**src/rtl/ram32_arbiter.sv**
```systemverilog
// ram32_arbiter
//   Two-requester round-robin arbiter and sequencer in front of a single-port
//   RAM with asynchronous read and clock-edge write. Each accepted command
//   takes one BUSY cycle on the RAM bus. Read data comes back with a one-cycle
//   rvalid pulse. Out-of-range addresses get an err pulse and never enable
//   the RAM.
//
//   Ports
//     clk, rst_n            clock (rising edge), synchronous active-low reset
//     a_* / b_*             requester command in (req, we, adr, din) and
//                           response out (gnt, rvalid, dout, err)
//     ram_en, ram_we,
//     ram_adr, ram_din      RAM command bus (address zero-extended)
//     ram_dout              RAM combinational read data
module ram32_arbiter #(
  parameter int DATA_W    = 33,
  parameter int ADDR_W    = 10,
  parameter int RAM_ADR_W = 33,
  parameter int DEPTH     = 1023
) (
  input  logic                 clk,
  input  logic                 rst_n,
  input  logic                 a_req,
  input  logic                 a_we,
  input  logic [ADDR_W-1:0]    a_adr,
  input  logic [DATA_W-1:0]    a_din,
  output logic                 a_gnt,
  output logic                 a_rvalid,
  output logic [DATA_W-1:0]    a_dout,
  output logic                 a_err,
  input  logic                 b_req,
  input  logic                 b_we,
  input  logic [ADDR_W-1:0]    b_adr,
  input  logic [DATA_W-1:0]    b_din,
  output logic                 b_gnt,
  output logic                 b_rvalid,
  output logic [DATA_W-1:0]    b_dout,
  output logic                 b_err,
  output logic                 ram_en,
  output logic                 ram_we,
  output logic [RAM_ADR_W-1:0] ram_adr,
  output logic [DATA_W-1:0]    ram_din,
  input  logic [DATA_W-1:0]    ram_dout
);

  typedef enum logic {IDLE, BUSY} state_t;

  localparam logic [31:0] DEPTH_U = 32'(DEPTH);

  state_t              state;
  logic                last_b;   // 1: B was served last, so A wins a tie
  logic                cmd_b;    // latched winner
  logic                cmd_we;
  logic                cmd_ok;   // latched address was in range
  logic [ADDR_W-1:0]   cmd_adr;
  logic [DATA_W-1:0]   cmd_din;
  logic                en_q;

  logic                pick_b;
  logic [ADDR_W-1:0]   win_adr;
  logic                win_ok;

  always_comb begin
    pick_b  = b_req && (!a_req || !last_b);
    win_adr = pick_b ? b_adr : a_adr;
    win_ok  = (32'(win_adr) < DEPTH_U);
  end

  always_ff @(posedge clk) begin
    if (!rst_n) begin
      state    <= IDLE;
      last_b   <= 1'b1;
      cmd_b    <= 1'b0;
      cmd_we   <= 1'b0;
      cmd_ok   <= 1'b0;
      cmd_adr  <= '0;
      cmd_din  <= '0;
      en_q     <= 1'b0;
      a_gnt    <= 1'b0;
      b_gnt    <= 1'b0;
      a_rvalid <= 1'b0;
      b_rvalid <= 1'b0;
      a_err    <= 1'b0;
      b_err    <= 1'b0;
      a_dout   <= '0;
      b_dout   <= '0;
    end else begin
      // all status outputs are single-cycle pulses
      a_gnt    <= 1'b0;
      b_gnt    <= 1'b0;
      a_rvalid <= 1'b0;
      b_rvalid <= 1'b0;
      a_err    <= 1'b0;
      b_err    <= 1'b0;
      en_q     <= 1'b0;
      case (state)
        IDLE: begin
          if (a_req || b_req) begin
            state   <= BUSY;
            last_b  <= pick_b;
            cmd_b   <= pick_b;
            cmd_we  <= pick_b ? b_we  : a_we;
            cmd_din <= pick_b ? b_din : a_din;
            cmd_adr <= win_adr;
            cmd_ok  <= win_ok;
            en_q    <= win_ok;
            a_gnt   <= !pick_b;
            b_gnt   <= pick_b;
          end
        end
        BUSY: begin
          state <= IDLE;
          if (!cmd_ok) begin
            a_err <= !cmd_b;
            b_err <= cmd_b;
          end else if (!cmd_we) begin
            if (cmd_b) begin
              b_dout   <= ram_dout;
              b_rvalid <= 1'b1;
            end else begin
              a_dout   <= ram_dout;
              a_rvalid <= 1'b1;
            end
          end
        end
        default: state <= IDLE;
      endcase
    end
  end

  // Gating with rst_n keeps a write from committing at an edge where reset
  // is sampled, since the RAM itself never sees reset.
  assign ram_en  = en_q & rst_n;
  assign ram_we  = cmd_we;
  assign ram_adr = {{(RAM_ADR_W-ADDR_W){1'b0}}, cmd_adr};
  assign ram_din = cmd_din;

endmodule

```
**config.mk**
```make
export PLATFORM = sky130hd
export DESIGN_NAME = ram32_arbiter
export DESIGN_NICKNAME = d
export VERILOG_FILES = /design/src/rtl/ram32_arbiter.sv
export SDC_FILE = /design/constraint.sdc
export NUM_CORES = 1
export LEC_CHECK = 0
export CAP_MARGIN = 20
export CORE_AREA = 2 2 111 113
export DETAILED_ROUTE_END_ITERATION = 7
export DIE_AREA = 0 0 113 115
export GPL_ROUTABILITY_DRIVEN = 1
export PLACE_DENSITY = 0.86
export REMOVE_ABC_BUFFERS = 1
export SYNTH_ARGS = -nofsm -noshare
export SYNTH_HDL_FRONTEND = slang
export SYNTH_SLANG_ARGS = --single-unit
```
**constraint.sdc**
```tcl
create_clock -name clk -period 3.9 [get_ports clk]
set_input_delay 1.17 -clock clk [delete_from_list [all_inputs] [get_ports clk]]
set_output_delay 1.17 -clock clk [all_outputs]
set_load 0.01 [all_outputs]
```
==> results.txt <==
The multi-input combinational cells in the finished layout cover a total of 2160 um^2. Cells with a size suffix above 1 make up 7.91% of the layout. The run gives 0.303 ns as the post-place setup slack. In the final routed layout, each cell accounts on average for 14.8 um. sky130_fd_sc_hd__dfxtp_1 takes more of the synthesized area than any other cell. The number of synthesized register bits came out at 121. Summing over every cut layer, the via total after detailed routing is 4872. TritonCTS built the clock tree. The clock arrives with 0.00605 ns of skew. The filler cells instantiated in the layout total 948. After detailed placement, the total cell area comes to 7310 um^2. Setup total negative slack on the finished layout was measured at 0 ns. In the post-synthesis netlist, the cell with the most instances is sky130_fd_sc_hd__nand2_1. In the post-synthesis netlist, the biggest area contributors are sky130_fd_sc_hd__dfxtp_1 48%, sky130_fd_sc_hd__nand2_1 17%, sky130_fd_sc_hd__a21oi_1 6.6%, sky130_fd_sc_hd__a311oi_2 6.6%, sky130_fd_sc_hd__buf_4 5.2%. Row generation in the floorplan step produced 40 rows.

For the initial cell density of the core, the log shows 42.5%. In the final layout, flip-flops and latches occupy 2420 um^2. For this block, the routed nets add up to 14500 um of wire.

The worst-case headroom to the max-slew limit is 48.4%, and the total leakage power is 2.93 nW. Dividing the synthesized area by the synthesized cell count gives 8.34 um^2. The tools report the wire length of the first global-routing pass as 22700 um.

The logs give 0 for the post-CTS setup buffer count and 2 for the maximum buffer depth of the clock tree. In this run the clock root is driven by a sky130_fd_sc_hd__clkbuf_16. Setup slack closes at 0.300 ns. Gates resized during post-CTS repair numbered 0. For the clock insertion delay at the later pin of the skew report, the log shows 0.41 ns. The worst hold path class was register to register. The maximum number of pins on one net before global-route repair came out at 69. The number of max-slew violations in the final report was 0. The via count of the first global-routing pass is 4599, and the data arrival at the endpoint of the critical path is 2.43 ns. The CTS H-tree depth is 4, and the violation count after the first detailed-route iteration is 290. The final non-filler cell total came out at 981. Clock tree synthesis found a total of 121 sinks.

The completed layout was analyzed and its total power is 3.62 mW. The core region is 11800 um^2. The worst setup path is captured at a primary output. The largest individual stage delay along the critical path comes from the cell sky130_fd_sc_hd__clkdlybuf4s50_1.

Synthesis produced 601 cells. The layout-stage area growth over the synthesis result was 58.9%. The worst path uses 92.3% of the clock period. Summed over its instances, the top area cell type makes up 48.3% of the synthesized netlist area. For this run, the detailed router's first-pass iteration total came to 6. The post-route cell area is 7970 um^2, and the number of buffers and inverters on the critical path is 2. The tools report the residual antenna-violating net count after detailed routing as 0.

For this run, the number of Yosys warnings is 0. The critical path's top delay family is buffers and inverters. The clock period minus final worst setup slack is 3.60 ns, and the count of final setup violators is 0. Pin placement for this block handled 265 I/O pins. Once layout is complete, the utilization of the core stands at 67.5%. Of all flip-flops after synthesis, the portion carrying an async set or reset was 0%.

Measured along the y axis, the die boundary spans 115 um. The data required time at the worst endpoint was 2.73 ns. Of the synthesized area, sequential elements account for 48.3%. The checks that failed: DRC. The run gives 17 as the number of buffers inserted during clock tree synthesis. By count the netlist is led by 223 x sky130_fd_sc_hd__nand2_1, 121 x sky130_fd_sc_hd__dfxtp_1, 66 x sky130_fd_sc_hd__a21oi_1, 47 x sky130_fd_sc_hd__nor2_1, 35 x sky130_fd_sc_hd__buf_4. Across every metal layer, demand over resource in global routing totals 22.3%.

Counting stages on the worst path, the most repeated cell is sky130_fd_sc_hd__clkdlybuf4s50_1. The logs give 0 for the hold violation count in the final report and 0.230 mV for the worst ir drop on vdd. The run finished, with violations left.

The routed via count divided by cell count is 4.97, and the width of the chip is 113 um. The initial antenna violation count was 0; the area of the die was 13000 um^2. The number of nets in the layout was 946; the actual transition at the worst max-transition pin was 0.774 ns.

In this run the power density over the cells is 454 nW/um^2. The HPWL after detailed placement is 10200 um. Input and output buffers added on the ports amount to 241.

Static timing analysis puts the maximum clock frequency at 278 MHz. For the number of hold-repair buffers added at the cts stage, the log shows 0. STA classifies the critical path startpoint as an input pin. The number of enable-type register cells in the synthesized netlist was 0; the synthesized area was 5010 um^2.

Across all hold checks on the routed design, the worst slack comes to 0.451 ns. Including well taps, the total number of placed cells is 949. The number of max-capacitance violations reported is 0, and the stage delay of the slowest cell on the critical path is 0.58 ns. 0 antenna diodes ended up in the layout. In the synthesized netlist the dominant register cell turns out to be sky130_fd_sc_hd__dfxtp_1. The tools report the overflow left after global routing as 0. The count of distinct cell types in the synthesized netlist is 34. The worst-path maximum fanout is 5. Setup repair after global routing left no endpoint under its margin. After clock tree synthesis, the clock-pin slew on the worst setup and hold paths is 0.05 ns. Critical path class: input pin to primary output. The critical path goes through clkdlybuf4s50_1, and2_1, clkdlybuf4s50_1. For the final weighted congestion in routability-driven placement, the log shows 0.791. For this run, design rule violations remaining after detail routing come to 19.
==> cell usage in the layout, fill, tap and decap left out, drive strengths merged <==
cell,n
clkdlybuf4s50,241
nand2,223
dfxtp,121
a21oi,66
nor2,47
a311oi,44
conb,23
clkbuf,21
buf,8
bufinv,5
nand4,4
inv,4
clkinv,4
nor3,3
nor4,2
clkinvlp,2
and2,1
and4b,1
nand4b,1
and4bb,1
nand4bb,1
o21ba,1
a21boi,1
a21bo,1
a211o,1
nor4b,1
o21ai,1
o311ai,1
o21bai,1
a31o,1
nand3,1
o31ai,1
==> final cells by class <==
class                      instances  share of cell area [%]
timing repair buffer             249                    31.7
sequential                       121                    30.4
multi-input combinational        428                    27.1
clock buffer                      21                    5.90
clock inverter                    11                    2.42
tap                              147                    2.31
inverter                           4                   0.220
==> flip-flops by register name, indices dropped and copies added, names as in the netlist <==
register  flops
cmd_adr      10
b_err         1
a_gnt         1
a_dout       33
last_b        1
b_gnt         1
a_rvalid      1
state         1
en_q          1
ram_we        1
a_err         1
cmd_ok        1
cmd_b         1
b_dout       33
b_rvalid      1
ram_din      33
==> worst min-delay path, cell delays in order, from the launching register on <==
cell and delay [ns]:
sky130_fd_sc_hd__dfxtp_1 0.30, sky130_fd_sc_hd__nand2_1 0.05, sky130_fd_sc_hd__a21oi_1 0.05
==> routing by layer <==
layer	up-vias	share of wire, %	global-route usage, %
met4	0	2.5	10.3
met1	2236	38	24.6
li1	2406	-	-
met3	26	9.4	8.28
met5	-	0	0
met2	204	50	38.3
==> power by group <==
group          internal (mW)  switching, mW  leakage [nW]
Combinational          0.295          0.246          1.62
Sequential              1.30         0.0386         0.989
Clock                   1.18          0.553         0.319
Total                   2.78          0.837          2.93
==> final timing paths <==
| kind | from | slack (ns) | end | cells past startpoint |
|---|---|---|---|---|
| worst max-delay path | rst_n | 0.30 | ram_en | 3 |
| worst min-delay path | a_dout[0] | 0.45 | a_dout[0] | 2 |
| worst max register to register | state | 2.16 | a_dout[9] | 3 |
| worst min register to register | a_dout[0] | 0.45 | a_dout[0] | 2 |
==> logic make-up (layout without fill, tap and decap cells) <==
family,count (synthesis),in the layout,share of synthesized area [%]
buf+inv,74,285,10.4
compound gates,119,119,18.7
other cells,1,23,0.0748
simple gates,286,286,22.5
flops,121,121,48.3
(Power assumes the default switching activity.)
